--- config.mk ---
export PLATFORM = sky130hd
export DESIGN_NAME = flash_spi_drv
export DESIGN_NICKNAME = d
export VERILOG_FILES = /design/src/rtl/flash_spi_pkg.sv /design/src/rtl/spi_bit_timer.sv /design/src/rtl/flash_spi_drv.sv
export SDC_FILE = /design/constraint.sdc
export NUM_CORES = 1
export LEC_CHECK = 0
export BUFFER_PORTS_ARGS = -buffer_cell sky130_fd_sc_hd__buf_4
export CAP_MARGIN = 0
export CORE_UTILIZATION = 30
export DETAILED_ROUTE_END_ITERATION = 7
export PLACE_DENSITY_LB_ADDON = 0.3
export SLEW_MARGIN = 30
export SYNTH_ARGS = -nofsm -noshare
export SYNTH_HDL_FRONTEND = slang
export SYNTH_SLANG_ARGS = --single-unit
--- constraint.sdc ---
create_clock -name i_clk -period 5.8 [get_ports i_clk]
set_clock_uncertainty 0.05 [all_clocks]
set_input_delay 0.58 -clock i_clk [delete_from_list [all_inputs] [get_ports i_clk]]
set_output_delay 0.58 -clock i_clk [all_outputs]
set_load 0.02 [all_outputs]
--- src/rtl/flash_spi_pkg.sv ---
// Shared definitions for the SPI-flash driver: operation types, FSM encoding
// and the flash opcodes used by the controller and benches.
package flash_spi_pkg;

    localparam logic [2:0] SPI_INS   = 3'd0;
    localparam logic [2:0] SPI_READ  = 3'd1;
    localparam logic [2:0] SPI_WRITE = 3'd2;

    typedef enum logic [2:0] {
        S_IDLE,
        S_LOAD,
        S_SHIFT,
        S_TAIL,
        S_CS_GAP
    } state_t;

    localparam logic [7:0] OP_PAGE_PROG   = 8'h02;
    localparam logic [7:0] OP_READ_DATA   = 8'h03;
    localparam logic [7:0] OP_READ_STATUS = 8'h05;
    localparam logic [7:0] OP_WRITE_EN    = 8'h06;
    localparam logic [7:0] OP_SECT_ERASE  = 8'h20;

endpackage

--- src/rtl/spi_bit_timer.sv ---
// SCLK generator: P_CLK_DIV clocks low then P_CLK_DIV clocks high per bit,
// for n bits after a start pulse, with edge strobes and the running bit index.
module spi_bit_timer #(
    parameter int P_CLK_DIV = 4
) (
    input  logic        clk,
    input  logic        rst,
    input  logic        start,
    input  logic [15:0] n,
    output logic        sclk,
    output logic        rise,
    output logic        fall,
    output logic [15:0] bit_idx,
    output logic        done
);
    localparam int DW = $clog2(P_CLK_DIV);
    localparam logic [DW-1:0] DIV_LAST = DW'(P_CLK_DIV - 1);

    logic          active;
    logic [DW-1:0] div_cnt;
    logic          half_end;
    logic          last_bit;

    assign half_end = active && (div_cnt == DIV_LAST);
    assign last_bit = (bit_idx == n - 16'd1);

    // rise marks the first high cycle (MISO sample point); fall and done mark
    // the last high cycle, so the next registered MOSI bit lines up with SCLK low.
    assign rise = active && sclk && (div_cnt == '0);
    assign fall = half_end && sclk && !last_bit;
    assign done = half_end && sclk && last_bit;

    always_ff @(posedge clk or posedge rst) begin
        if (rst) begin
            active  <= 1'b0;
            sclk    <= 1'b0;
            div_cnt <= '0;
            bit_idx <= 16'd0;
        end else if (start) begin
            active  <= 1'b1;
            sclk    <= 1'b0;
            div_cnt <= '0;
            bit_idx <= 16'd0;
        end else if (active) begin
            if (div_cnt == DIV_LAST) begin
                div_cnt <= '0;
                if (!sclk) begin
                    sclk <= 1'b1;
                end else begin
                    sclk <= 1'b0;
                    if (last_bit) begin
                        active <= 1'b0;
                    end else begin
                        bit_idx <= bit_idx + 16'd1;
                    end
                end
            end else begin
                div_cnt <= div_cnt + 1'b1;
            end
        end
    end

endmodule

--- src/rtl/flash_spi_drv.sv ---
// SPI mode-0 master: sends an MSB-first instruction, then streams payload
// bytes from the write FIFO or returns received bytes, one command per handshake.
module flash_spi_drv
    import flash_spi_pkg::*;
#(
    parameter int P_USER_OP_LEN = 32,
    parameter int P_CLK_DIV     = 4,
    parameter int P_CS_HIGH     = 4
) (
    input  logic                     i_clk,
    input  logic                     i_rst,
    input  logic [P_USER_OP_LEN-1:0] i_user_op_data,
    input  logic [8:0]               i_user_op_len,
    input  logic [2:0]               i_user_op_type,
    input  logic                     i_user_op_valid,
    input  logic [15:0]              i_user_clk_len,
    output logic                     o_user_ready,
    input  logic [7:0]               i_user_write_data,
    output logic                     o_user_write_req,
    output logic [7:0]               o_user_read_data,
    output logic                     o_user_read_valid,
    output logic                     o_spi_clk,
    output logic                     o_spi_cs,
    output logic                     o_spi_mosi,
    input  logic                     i_spi_miso
);
    localparam logic [8:0]  OP_MAX   = 9'(P_USER_OP_LEN);
    localparam logic [15:0] DIV_LAST = 16'(P_CLK_DIV - 1);
    localparam logic [15:0] GAP_LAST = 16'(P_CS_HIGH - 1);

    state_t                   state;
    logic [P_USER_OP_LEN-1:0] tx_sr;
    logic [15:0]              n_q;
    logic [15:0]              len_q;
    logic [15:0]              cnt;
    logic [15:0]              len_in;
    logic [15:0]              n_in;
    logic [15:0]              next_k;
    logic                     is_read;
    logic                     is_write;
    logic                     req_d1;
    logic                     accept;
    logic                     capture;
    logic                     boundary;
    logic [7:0]               byte_sr;
    logic [7:0]               rx_sr;
    logic [2:0]               rx_cnt;
    logic                     t_start;
    logic                     t_rise;
    logic                     t_fall;
    logic                     t_done;
    logic [15:0]              t_bit;

    assign accept = i_user_op_valid && o_user_ready;
    assign len_in = (i_user_op_len > OP_MAX) ? 16'(OP_MAX) : 16'(i_user_op_len);
    assign n_in   = (i_user_clk_len > len_in) ? i_user_clk_len : len_in;
    assign next_k = t_bit + 16'd1;

    // Next bit closes a byte (last instruction bit, then every 8th) and data still follows.
    assign boundary = (next_k + 16'd1 >= len_q)
                   && (((next_k + 16'd1 - len_q) & 16'd7) == 16'd0)
                   && (next_k < n_q - 16'd1);
    assign capture  = (state == S_SHIFT) && t_rise && is_read && (t_bit >= len_q);
    assign t_start  = (state == S_LOAD) && (n_q != 16'd0);

    spi_bit_timer #(
        .P_CLK_DIV (P_CLK_DIV)
    ) u_timer (
        .clk     (i_clk),
        .rst     (i_rst),
        .start   (t_start),
        .n       (n_q),
        .sclk    (o_spi_clk),
        .rise    (t_rise),
        .fall    (t_fall),
        .bit_idx (t_bit),
        .done    (t_done)
    );

    always_ff @(posedge i_clk) begin
        if (accept) begin
            tx_sr <= i_user_op_data << 1;
        end else if ((state == S_SHIFT) && t_fall && (next_k < len_q)) begin
            tx_sr <= tx_sr << 1;
        end
        if (req_d1) begin
            byte_sr <= i_user_write_data;
        end else if ((state == S_SHIFT) && t_fall && (next_k >= len_q)) begin
            byte_sr <= byte_sr << 1;
        end
        if (capture) begin
            rx_sr <= {rx_sr[6:0], i_spi_miso};
        end
    end

    always_ff @(posedge i_clk or posedge i_rst) begin
        if (i_rst) begin
            state             <= S_IDLE;
            o_user_ready      <= 1'b1;
            o_spi_cs          <= 1'b1;
            o_spi_mosi        <= 1'b0;
            o_user_write_req  <= 1'b0;
            o_user_read_valid <= 1'b0;
            o_user_read_data  <= 8'd0;
            req_d1            <= 1'b0;
            cnt               <= 16'd0;
            rx_cnt            <= 3'd0;
            n_q               <= 16'd0;
            len_q             <= 16'd0;
            is_read           <= 1'b0;
            is_write          <= 1'b0;
        end else begin
            o_user_write_req  <= 1'b0;
            o_user_read_valid <= 1'b0;
            req_d1            <= o_user_write_req;
            case (state)
                S_IDLE: begin
                    if (accept) begin
                        o_user_ready     <= 1'b0;
                        o_spi_cs         <= (n_in == 16'd0);
                        o_spi_mosi       <= (len_in != 16'd0) ? i_user_op_data[P_USER_OP_LEN-1] : 1'b0;
                        o_user_write_req <= (i_user_op_type == SPI_WRITE) && (len_in == 16'd1) && (n_in > 16'd1);
                        n_q              <= n_in;
                        len_q            <= len_in;
                        is_read          <= (i_user_op_type == SPI_READ);
                        is_write         <= (i_user_op_type == SPI_WRITE);
                        rx_cnt           <= 3'd0;
                        state            <= S_LOAD;
                    end
                end
                S_LOAD: begin
                    cnt <= 16'd0;
                    state <= (n_q == 16'd0) ? S_CS_GAP : S_SHIFT;
                end
                S_SHIFT: begin
                    if (t_fall) begin
                        if (next_k < len_q) begin
                            o_spi_mosi <= tx_sr[P_USER_OP_LEN-1];
                        end else begin
                            o_spi_mosi <= is_write && byte_sr[7];
                        end
                        o_user_write_req <= is_write && boundary;
                    end
                    if (capture) begin
                        rx_cnt <= rx_cnt + 3'd1;
                        if (rx_cnt == 3'd7) begin
                            o_user_read_data  <= {rx_sr[6:0], i_spi_miso};
                            o_user_read_valid <= 1'b1;
                        end
                    end
                    if (t_done) begin
                        cnt   <= 16'd0;
                        state <= S_TAIL;
                    end
                end
                S_TAIL: begin
                    if (cnt == DIV_LAST) begin
                        o_spi_cs   <= 1'b1;
                        o_spi_mosi <= 1'b0;
                        cnt        <= 16'd0;
                        state      <= S_CS_GAP;
                    end else begin
                        cnt <= cnt + 16'd1;
                    end
                end
                S_CS_GAP: begin
                    if (cnt == GAP_LAST) begin
                        o_user_ready <= 1'b1;
                        state        <= S_IDLE;
                    end else begin
                        cnt <= cnt + 16'd1;
                    end
                end
                default: state <= S_IDLE;
            endcase
        end
    end

endmodule

==> reports/results.tsv, run 1 <==
metric	value	unit
gp_congestion	0.8994	
maxSlewViolCount	0	
synth_area_per_cell	9.644	sq um
post-synth-top-count-cell	nand2_1	
synth_cells	907	
synth_seq_cells	129	
grt_use_total	15.64	%
startpoint_type	register	
finalPower	3.013	mW
final_nets	1100	
syn_to_final_growth	18.42	%
remaining_drc_errors	0	
wirelength	23170	microns
setup_viol	0	
htree_levels	4	
rsz0062_at_grt	no	
synth_edf_count	46	
yosys-top-cells-count	nand2_1 (118), dfrtp_1 (81), ha_1 (61)	
post-dp-hpwl	16910	microns
p_leak	4.313	nW
finalHoldViolations	0	
place_inst	1332	
synth_top_area_share	23.17	%
grt_start_max_net_pins	75	
antenna_found_initial	0	
drive_gt1_share	20.41	%
grt_pass1_wl	37190	microns
worst_pin_slew	1.006	ns
grt_pass1_vias	6729	
fmax	0.2326	GHz
yosysSeqAreaShare	39.57	%
cap_violations	0	
holdWs	0.01693	ns
endpoint_kind	register	
yosys-top-cells-area	dfrtp_1 (23%), edfxtp_1 (16%), ha_1 (8.7%)	
rows	62	
ys_types	79	
power.density	290.9	mW/mm^2
antenna_cells	0	
cts_tree	yes	
crit_required	5.82	ns
synth_top_area_cell	dfrtp_1	
cts_setup_buffers	0	
start_util	30.48	%
cp_max_fo	31	
cts_resized	0	
arrival	4.32	ns
cts_root_buffer	clkbuf_16	
firstDrtPassIters	5	
die_h	172.8	microns
status	complete, no violations	
holdBufCountCts	0	
reg2regPathDepth	9	
hp-class	input pin to async pin	
final_antenna_net_count	0	
port_buffers	85	
core-area	0.02870	sq mm
detail_route.wl_per_cell	16.99	microns
reg2reg_to	tx_sr[7]$_DFFE_PP_	
period_minus_slack	4.300	ns
dieWidth	172.8	microns
drtIter0Drc	620	
pin_count	86	
r2r_slack	1.50	ns
dieArea	0.02984	sq mm
vdd_ir_drop_max	0.2296	mV
synthesis.area	0.008747	sq mm
relSlewSlack	32.32	%
insertion_delay	0.42	ns
reg2reg_from	u_timer.bit_idx[2]$_DFFE_PP0P_	
finalSetupTns	0	ns
yosysWarningCount	0	
vias_per_cell	5.175	
min_period_over_period	74.14	%
gr-total-overflow	0	
async_flop_share	64.34	%
ys.flop_type	dfrtp_1	
clkSinkCount	129	
critical_path_class	register to register	
cts_buffers	17	
clk_pin_slew	0.06	ns
stdcell_count	1364	
clk_path_buf_depth	2	
via_count	7059	
-- flip-flops by register name, summed over array words and instances, names as in the netlist, 2 cells and up --
signal and cells:
state 3, tx_sr 31, u_timer.div_cnt 2, len_q 9, rx_sr 7, o_user_read_data 8
cnt 16, rx_cnt 3, u_timer.bit_idx 16, byte_sr 8, n_q 16
-- cell families after synthesis --
kind of cell	count (synthesis)	share of synthesized area, %
and+or+nand+nor	345	21.00
AOI/OAI and AO/OA	176	13.79
other	1	0.04287
xor gates and xnor gates	50	5.478
DFF	129	39.57
muxes	57	7.181
buffers and inverters	88	4.220
adders and majority gates	61	8.725
-- layout by cell type (no fill, tap or decap), drive strengths merged, types with 6 or more instances in the layout --
master | netlist | final
ha | 61 | 61
o21a | 11 | 11
a21o | 10 | 10
xnor2 | 31 | 31
nor2 | 50 | 50
o211ai | 10 | 10
dfrtp | 81 | 81
buf | 21 | 94
and3 | 15 | 15
xor2 | 16 | 16
o21ai | 34 | 34
inv | 32 | 31
nor3b | 12 | 12
a31o | 8 | 8
nand2 | 118 | 118
clkbuf | 34 | 21
a21oi | 29 | 29
nand3 | 26 | 26
mux2i | 11 | 11
o31ai | 8 | 8
clkinv | 1 | 7
nand4 | 24 | 24
a31oi | 19 | 19
and4 | 7 | 7
or4 | 7 | 7
nor2b | 12 | 12
nor3 | 17 | 17
a211oi | 8 | 8
mux2 | 46 | 46
nor4 | 22 | 22
or3 | 6 | 6
edfxtp | 46 | 46
nand2b | 9 | 9
-- area by class of cell --
type | count | area [sq um]
repair buffers | 94 | 709.4
inverters | 33 | 125.1
multi-input cells | 692 | 4962
fillers | 2929 | 18340
well taps | 384 | 480.5
flip-flops and latches | 129 | 3461
clock inverters | 11 | 160.2
clock buffers | 21 | 460.4
-- routing by layer --
metal	GRT usage [%]	up-vias	wire (microns)
met4	4.056	0	241
met1	22.60	3396	11290
li1	-	3474	-
met3	2.375	14	1060
met5	0	-	0
met2	24.29	175	10580
-- worst max-delay path by stage --
stage	depth (start not counted)	end	slack [ns]	from
floorplan	11	tx_sr[10]$_DFFE_PP_	0.49	n_q[8]$_DFFE_PP0P_
global placement	9	tx_sr[1]$_SDFFCE_PN0P_	1.69	u_timer.bit_idx[2]$_DFFE_PP0P_
detailed placement	9	tx_sr[1]$_SDFFCE_PN0P_	1.61	u_timer.bit_idx[2]$_DFFE_PP0P_
CTS	9	tx_sr[7]$_DFFE_PP_	1.59	u_timer.bit_idx[2]$_DFFE_PP0P_
global route	12	tx_sr[7]$_DFFE_PP_	1.33	u_timer.bit_idx[0]$_DFFE_PP0P_
finish	9	tx_sr[7]$_DFFE_PP_	1.50	u_timer.bit_idx[2]$_DFFE_PP0P_
-- stage by stage --
step           utilization (%)  worst slack, ns  instance area [sq um]
4_1_cts                  36.05            1.587                  10350
3_5_place_dp             33.88            1.611                   9726
2_1_floorplan                -           0.4854                   8755
5_1_grt                  36.09            1.330                  10360
6_report                 36.09            1.500                  10360
3_3_place_gp             33.84            1.694                   9712
-- power by group --
group,internal (mW),leakage [nW],switching [mW]
sequential,1.01,1.51,0.102
combinational,0.344,2.51,0.415
clock,0.737,0.296,0.400
-- critical path, cell delays in order (launching register included) --
cell	delay, ns
dfrtp_1	0.54
ha_1	0.30
nand4_1	0.45
nor3_1	0.62
nor3b_1	0.48
xnor2_1	0.23
nand2b_1	0.10
or4_1	0.63
o21ai_2	0.17
buf_4	0.38
(Power assumes the default switching activity.)
==> run 2, diff against run 1 <==
clock period = 3.57 ns   (was 5.8 ns; I/O delays follow)
==> run 2 against run 1 <==
Cell count up 4.8%. Combinational power up 84%. Global-route usage up 0.27 points. Flip-flop and latch count unchanged. First-iteration DRC count down 25%. Largest power group is now registers.
==> reports/results.tsv, run 2 (synthesis results as in run 1) <==
metric	value	unit	change
status	complete, no violations		unchanged
cp_num_buf_inv	2		was 1
setup_viol	0		unchanged
clkSinkCount	129		unchanged
firstDrtPassIters	5		unchanged
drive_gt1_share	25.74	%	was 20.41%
startpoint_type	register		unchanged
final_util	37.66	%	was 36.09%
fmax	0.2953	GHz	was 0.2326 GHz
detail_route.wl_per_cell	16.14	microns	was 16.99 microns
clk_path_buf_depth	2		unchanged
maxSlewViolCount	0		unchanged
cap_violations	0		unchanged
p_leak	4.607	nW	was 4.313 nW
arrival	3.65	ns	was 4.32 ns
power.density	439.3	mW/mm^2	was 290.9 mW/mm^2
stdcell_count	1429		was 1364
vdd_ir_drop_max	0.4223	mV	was 0.2296 mV
crit_required	3.83	ns	was 5.82 ns
relSlewSlack	54.72	%	was 32.32%
grt_start_max_net_pins	35		was 75
fillers	2934		was 2929
antenna_cells	0		unchanged
rows	62		unchanged
slowest_stage	or3b_1		was or4_1
die_h	172.8	microns	unchanged
cp_top_family	simple AND/OR/NAND/NOR gates		unchanged
cts_root_buffer	clkbuf_16		unchanged
critical_path_class	register to register		unchanged
seq_area	0.003461	sq mm	unchanged
final_common_cell	buf_4		was nand2_1
post-dp-hpwl	17430	microns	was 16910 microns
worst_pin_slew	0.6620	ns	was 1.006 ns
core-area	0.02870	sq mm	unchanged
period_minus_slack	3.386	ns	was 4.300 ns
cp_max_fo	12		was 31
final_nets	1165		was 1100
min_period_over_period	94.86	%	was 74.14%
final_cell_mix	buf_4 (156), nand2_1 (118), dfrtp_1 (81)		was nand2_1 (118), buf_4 (93), dfrtp_1 (81)
grt_pass1_wl	38010	microns	was 37190 microns
remaining_drc_errors	0		unchanged
port_buffers	85		unchanged
largest_register_ff_count	31		unchanged
rsz0062_at_grt	no		unchanged
dpl_cell_area	0.01024	sq mm	was 0.009726 sq mm
endpoint_kind	register		unchanged
regMostFlops	tx_sr		unchanged
cts_buffers	17		unchanged
finalSetupTns	0	ns	unchanged
final_antenna_net_count	0		unchanged
vias_per_cell	5.081		was 5.175
dieArea	0.02984	sq mm	unchanged
slowest_delay	0.51	ns	was 0.63 ns
clk_pin_slew	0.06	ns	about the same
crit_path_cell_trace	inv_1, ha_1, or3b_1, o311a_1, nor4_1, nand4_2, nor4_4, buf_12, nand4_4, a41o_1, a31o_1		was ha_1, nand4_1, nor3_1, nor3b_1, xnor2_1, nand2b_1, or4_1, o21ai_2, buf_4
antenna_found_initial	0		unchanged
dieWidth	172.8	microns	unchanged
syn_to_final_growth	23.57	%	was 18.42%
start_util	30.48	%	unchanged
drtIter0Drc	464		was 620
insertion_delay	0.43	ns	was 0.42 ns
fin_area	0.01081	sq mm	was 0.01036 sq mm
via_count	7261		was 7059
r2r_slack	0.18	ns	was 1.50 ns
hp-class	input pin to register		was input pin to async pin
multi_input_area	0.004987	sq mm	was 0.004962 sq mm
grt_use_total	15.91	%	was 15.64%
pin_count	86		unchanged
wirelength	23060	microns	was 23170 microns
gp_congestion	0.8954		was 0.8994
htree_levels	4		unchanged
holdWs	0.07265	ns	was 0.01693 ns
place_inst	1396		was 1332
finalHoldViolations	0		unchanged
gr-total-overflow	0		unchanged
grt_pass1_vias	7099		was 6729
cts_tree	yes		unchanged
[run 2: cell type report]
| class | count | area share [%] |
|---|---|---|
| multi-input cells | 692 | 46.14 |
| flip-flops and latches | 129 | 32.02 |
| repair buffers | 159 | 11.30 |
| well taps | 384 | 4.445 |
| clock buffers | 19 | 4.098 |
| inverters | 33 | 1.158 |
| clock inverters | 13 | 0.8450 |
[run 2: path summary, 6_finish.rpt]
check                              startpoint                              end  depth (start not counted)
setup / recovery           n_q[1]$_DFFE_PP0P_               cnt[6]$_DFFE_PP0P_                         11
hold / removal                     i_spi_miso               rx_sr[0]$_DFFE_PP_                          1
setup reg to reg           n_q[1]$_DFFE_PP0P_               cnt[6]$_DFFE_PP0P_                         11
hold reg to reg            rx_sr[5]$_DFFE_PP_               rx_sr[6]$_DFFE_PP_                          0
max in group asynchronous               i_rst             o_spi_cs$_DFFE_PP1P_                          4
min in group asynchronous               i_rst  o_user_read_data[2]$_DFFE_PP0P_                          3
[run 2: per-layer routing]
metal	part of all wire (%)	track usage, %	vias to the layer above	routed length [microns]
met4	1.6	5.162	0	365
met5	0	0	-	0
met1	50	22.83	3469	11420
met3	4.2	2.529	26	962
li1	-	-	3604	-
met2	45	24.36	162	10310
[run 2: report_power, final]
group | internal (mW) | switching [mW] | leakage [nW] | total [mW]
logic | 0.646 | 0.751 | 2.85 | 1.40
registers | 1.65 | 0.105 | 1.51 | 1.75
clock network | 0.902 | 0.696 | 0.249 | 1.60
[run 2: repair_timing]
item | CTS | global route
endpoints found under the setup margin | 1 | 9
setup buffers | 0 | 0
gates resized for setup | 1 | 4
hold buffers | 1 | 0
endpoints found under the hold margin | 32 | 0
[run 2: metrics by stage]
stage	power, mW	worst slack, ns
6_report	4.749	0.1836
5_1_grt	5.044	0.01066
4_1_cts	4.786	0.07567
3_5_place_dp	3.156	-0.002712
3_3_place_gp	3.141	-0.01189
2_1_floorplan	2.712	0.005559
[run 2: worst register-to-register path, stage by stage (launching register included)]
cell and delay (ns):
dfrtp_1 0.41, inv_1 0.09, ha_1 0.18, or3b_1 0.51
o311a_1 0.34, nor4_1 0.28, nand4_2 0.16, nor4_4 0.34
buf_12 0.17, nand4_4 0.23, a41o_1 0.33, a31o_1 0.18
==> run 3, diff against run 2 <==
BUFFER_PORTS_ARGS = unset   (was -buffer_cell sky130_fd_sc_hd__buf_4)
DONT_BUFFER_PORTS = 1   (was unset)
==> run 3 against run 2 <==
First-iteration DRC count increased by 1.3%. Cell count decreased by 5.2%. Sequential power about the same. Global-route usage increased by 0.24 points. Worst setup slack got worse by 0.051 ns. Clock power increased by 12%. Fmax decreased by 1.5%. Highest routed layer is now met5.
==> reports/results.tsv, run 3 (synthesis results as in run 1) <==
metric	value	unit	change
drtIter0Drc	470		was 464
arrival	3.67	ns	was 3.65 ns
die_h	172.8	microns	unchanged
combPwrFrac	26.9	%	was 29.4%
p_leak	4.287	nW	was 4.607 nW
startpoint_type	register		unchanged
setup_viol	0		unchanged
detail_route.wl_per_cell	17.47	microns	was 16.14 microns
firstDrtPassIters	4		was 5
critical_path_class	register to register		unchanged
gp_congestion	0.8743		was 0.8954
netSwitchingFraction	31.20	%	was 32.67%
relSlewSlack	44.99	%	was 54.72%
p_switching	1.524	mW	was 1.552 mW
vdd_ir_drop_max	0.3981	mV	was 0.4223 mV
status	complete, no violations		unchanged
finalPower	4.884	mW	was 4.749 mW
rsz0062_at_grt	yes		was no
final_common_cell	nand2_1		was buf_4
antenna_cells	0		unchanged
fmax	0.2909	GHz	was 0.2953 GHz
met2_length	10680	microns	was 10310 microns
hp-class	input pin to register		unchanged
power_frac_clock	36.8	%	was 33.7%
regMostFlops	tx_sr		unchanged
syn_to_final_growth	18.22	%	was 23.57%
maxSlewViolCount	0		unchanged
seq_power_share	36.3	%	was 36.9%
cts_buffers	17		unchanged
post-dp-hpwl	17620	microns	was 17430 microns
htree_levels	4		unchanged
port_buffers	0		was 85
largest_register_ff_count	31		unchanged
final_cell_mix	nand2_1 (118), dfrtp_1 (81), buf_4 (71)		was buf_4 (156), nand2_1 (118), dfrtp_1 (81)
cap_violations	0		unchanged
cp_max_fo	8		was 12
antenna_found_initial	1		was 0
crit_required	3.80	ns	was 3.83 ns
clkSinkCount	129		unchanged
place_inst	1310		was 1396
wl_met1	11630	microns	was 11420 microns
fillers	2926		was 2934
stdcell_count	1354		was 1429
cts_root_buffer	clkbuf_16		unchanged
routed.top_layer	met5		was met4
start_util	30.48	%	unchanged
multi_input_area	0.004991	sq mm	was 0.004987 sq mm
p_int	3.360	mW	was 3.197 mW
insertion_delay	0.42	ns	was 0.43 ns
grt_use_total	16.15	%	was 15.91%
grt_pass1_wl	38000	microns	was 38010 microns
drive_gt1_share	18.87	%	was 25.74%
cts_tree	yes		unchanged
power.density	472.3	mW/mm^2	was 439.3 mW/mm^2
remaining_drc_errors	0		unchanged
seq_area	0.003461	sq mm	unchanged
final_nets	1090		was 1165
pin_count	86		unchanged
gr-total-overflow	0		unchanged
dieArea	0.02984	sq mm	unchanged
wirelength	23650	microns	was 23060 microns
vias_per_cell	5.177		was 5.081
via_count	7010		was 7261
final_util	36.03	%	was 37.66%
dieWidth	172.8	microns	unchanged
final_antenna_net_count	0		unchanged
finalHoldViolations	0		unchanged
worst_pin_slew	0.8221	ns	was 0.6620 ns
core-area	0.02870	sq mm	unchanged
period_minus_slack	3.437	ns	was 3.386 ns
grt_pass1_vias	6782		was 7099
clk_pin_slew	0.06	ns	about the same
wl_met3	1059	microns	was 962 microns
rows	62		unchanged
holdWs	0.02613	ns	was 0.07265 ns
min_period_over_period	96.29	%	was 94.86%
endpoint_kind	register		unchanged
grt_start_max_net_pins	44		was 35
clk_path_buf_depth	2		unchanged
run 3: stage by stage:
| step | setup TNS, ns | setup WS (ns) | cell area (sq um) |
|---|---|---|---|
| final | 0 | 0.1325 | 10340 |
| after global placement | -0.1029 | -0.01312 | 9580 |
| after detailed placement | -0.4972 | -0.06240 | 9587 |
| after global routing | -0.03512 | -0.03512 | 10340 |
| after floorplan | 0 | 0.005559 | 8782 |
| after CTS | 0 | 0.01003 | 10320 |
run 3: critical path, stage by stage (launching register included):
cell       delay, ns
dfrtp_1         0.47
ha_2            0.32
xor2_1          0.27
buf_4           0.19
nand2_1         0.05
nor4bb_1        0.32
buf_4           0.20
xor2_1          0.07
ha_1            0.19
a2111oi_0       0.41
o21a_1          0.21
o2111ai_1       0.12
a221oi_1        0.30
o32ai_1         0.13
run 3: power by group through the flow:
stage          registers, mW  logic (mW)  clock network (mW)
2_1_floorplan           1.76       0.951                   0
3_3_place_gp            1.80        1.27                   0
3_5_place_dp            1.80        1.28                   0
4_1_cts                 1.77        1.30                1.84
5_1_grt                 1.79        1.49                1.90
6_report                1.77        1.31                1.80
run 3: path summary, 6_finish.rpt:
check,depth (start not counted),slack (ns),endpoint,from
worst max-delay path,13,0.13,o_user_write_req$_DFF_PP0_,u_timer.bit_idx[0]$_DFFE_PP0P_
worst min-delay path,2,0.03,n_q[7]$_DFFE_PP0P_,i_user_clk_len[7]
worst max register to register,13,0.13,o_user_write_req$_DFF_PP0_,u_timer.bit_idx[0]$_DFFE_PP0P_
worst min register to register,0,0.40,rx_sr[6]$_DFFE_PP_,rx_sr[5]$_DFFE_PP_
max in group asynchronous,3,2.22,o_spi_cs$_DFFE_PP1P_,i_rst
min in group asynchronous,2,0.43,o_user_read_data[1]$_DFFE_PP0P_,i_rst
run 3: per-layer routing:
metal | vias up | global-route usage (%)
li1 | 3454 | -
met2 | 143 | 24.83
met5 | - | 0
met4 | 2 | 4.240
met3 | 19 | 3.034
met1 | 3392 | 23.14
run 3: area by class of cell:
class	count	share of cell area, %
clock buffer	22	4.707
clock inverter	10	1.186
inverter	33	1.222
multi-input combinational	692	48.26
sequential	129	33.47
tap	384	4.646
timing repair buffer	84	6.509
run 3: repair_timing:
item / in CTS / in global routing
pin swaps: 0 / 0
setup endpoints to repair: 8 / 53
hold endpoints to repair: 50 / 0
hold buffers: 12 / 0
resized for setup: 1 / 6
setup buffers: 0 / 0
cloned: 0 / 0
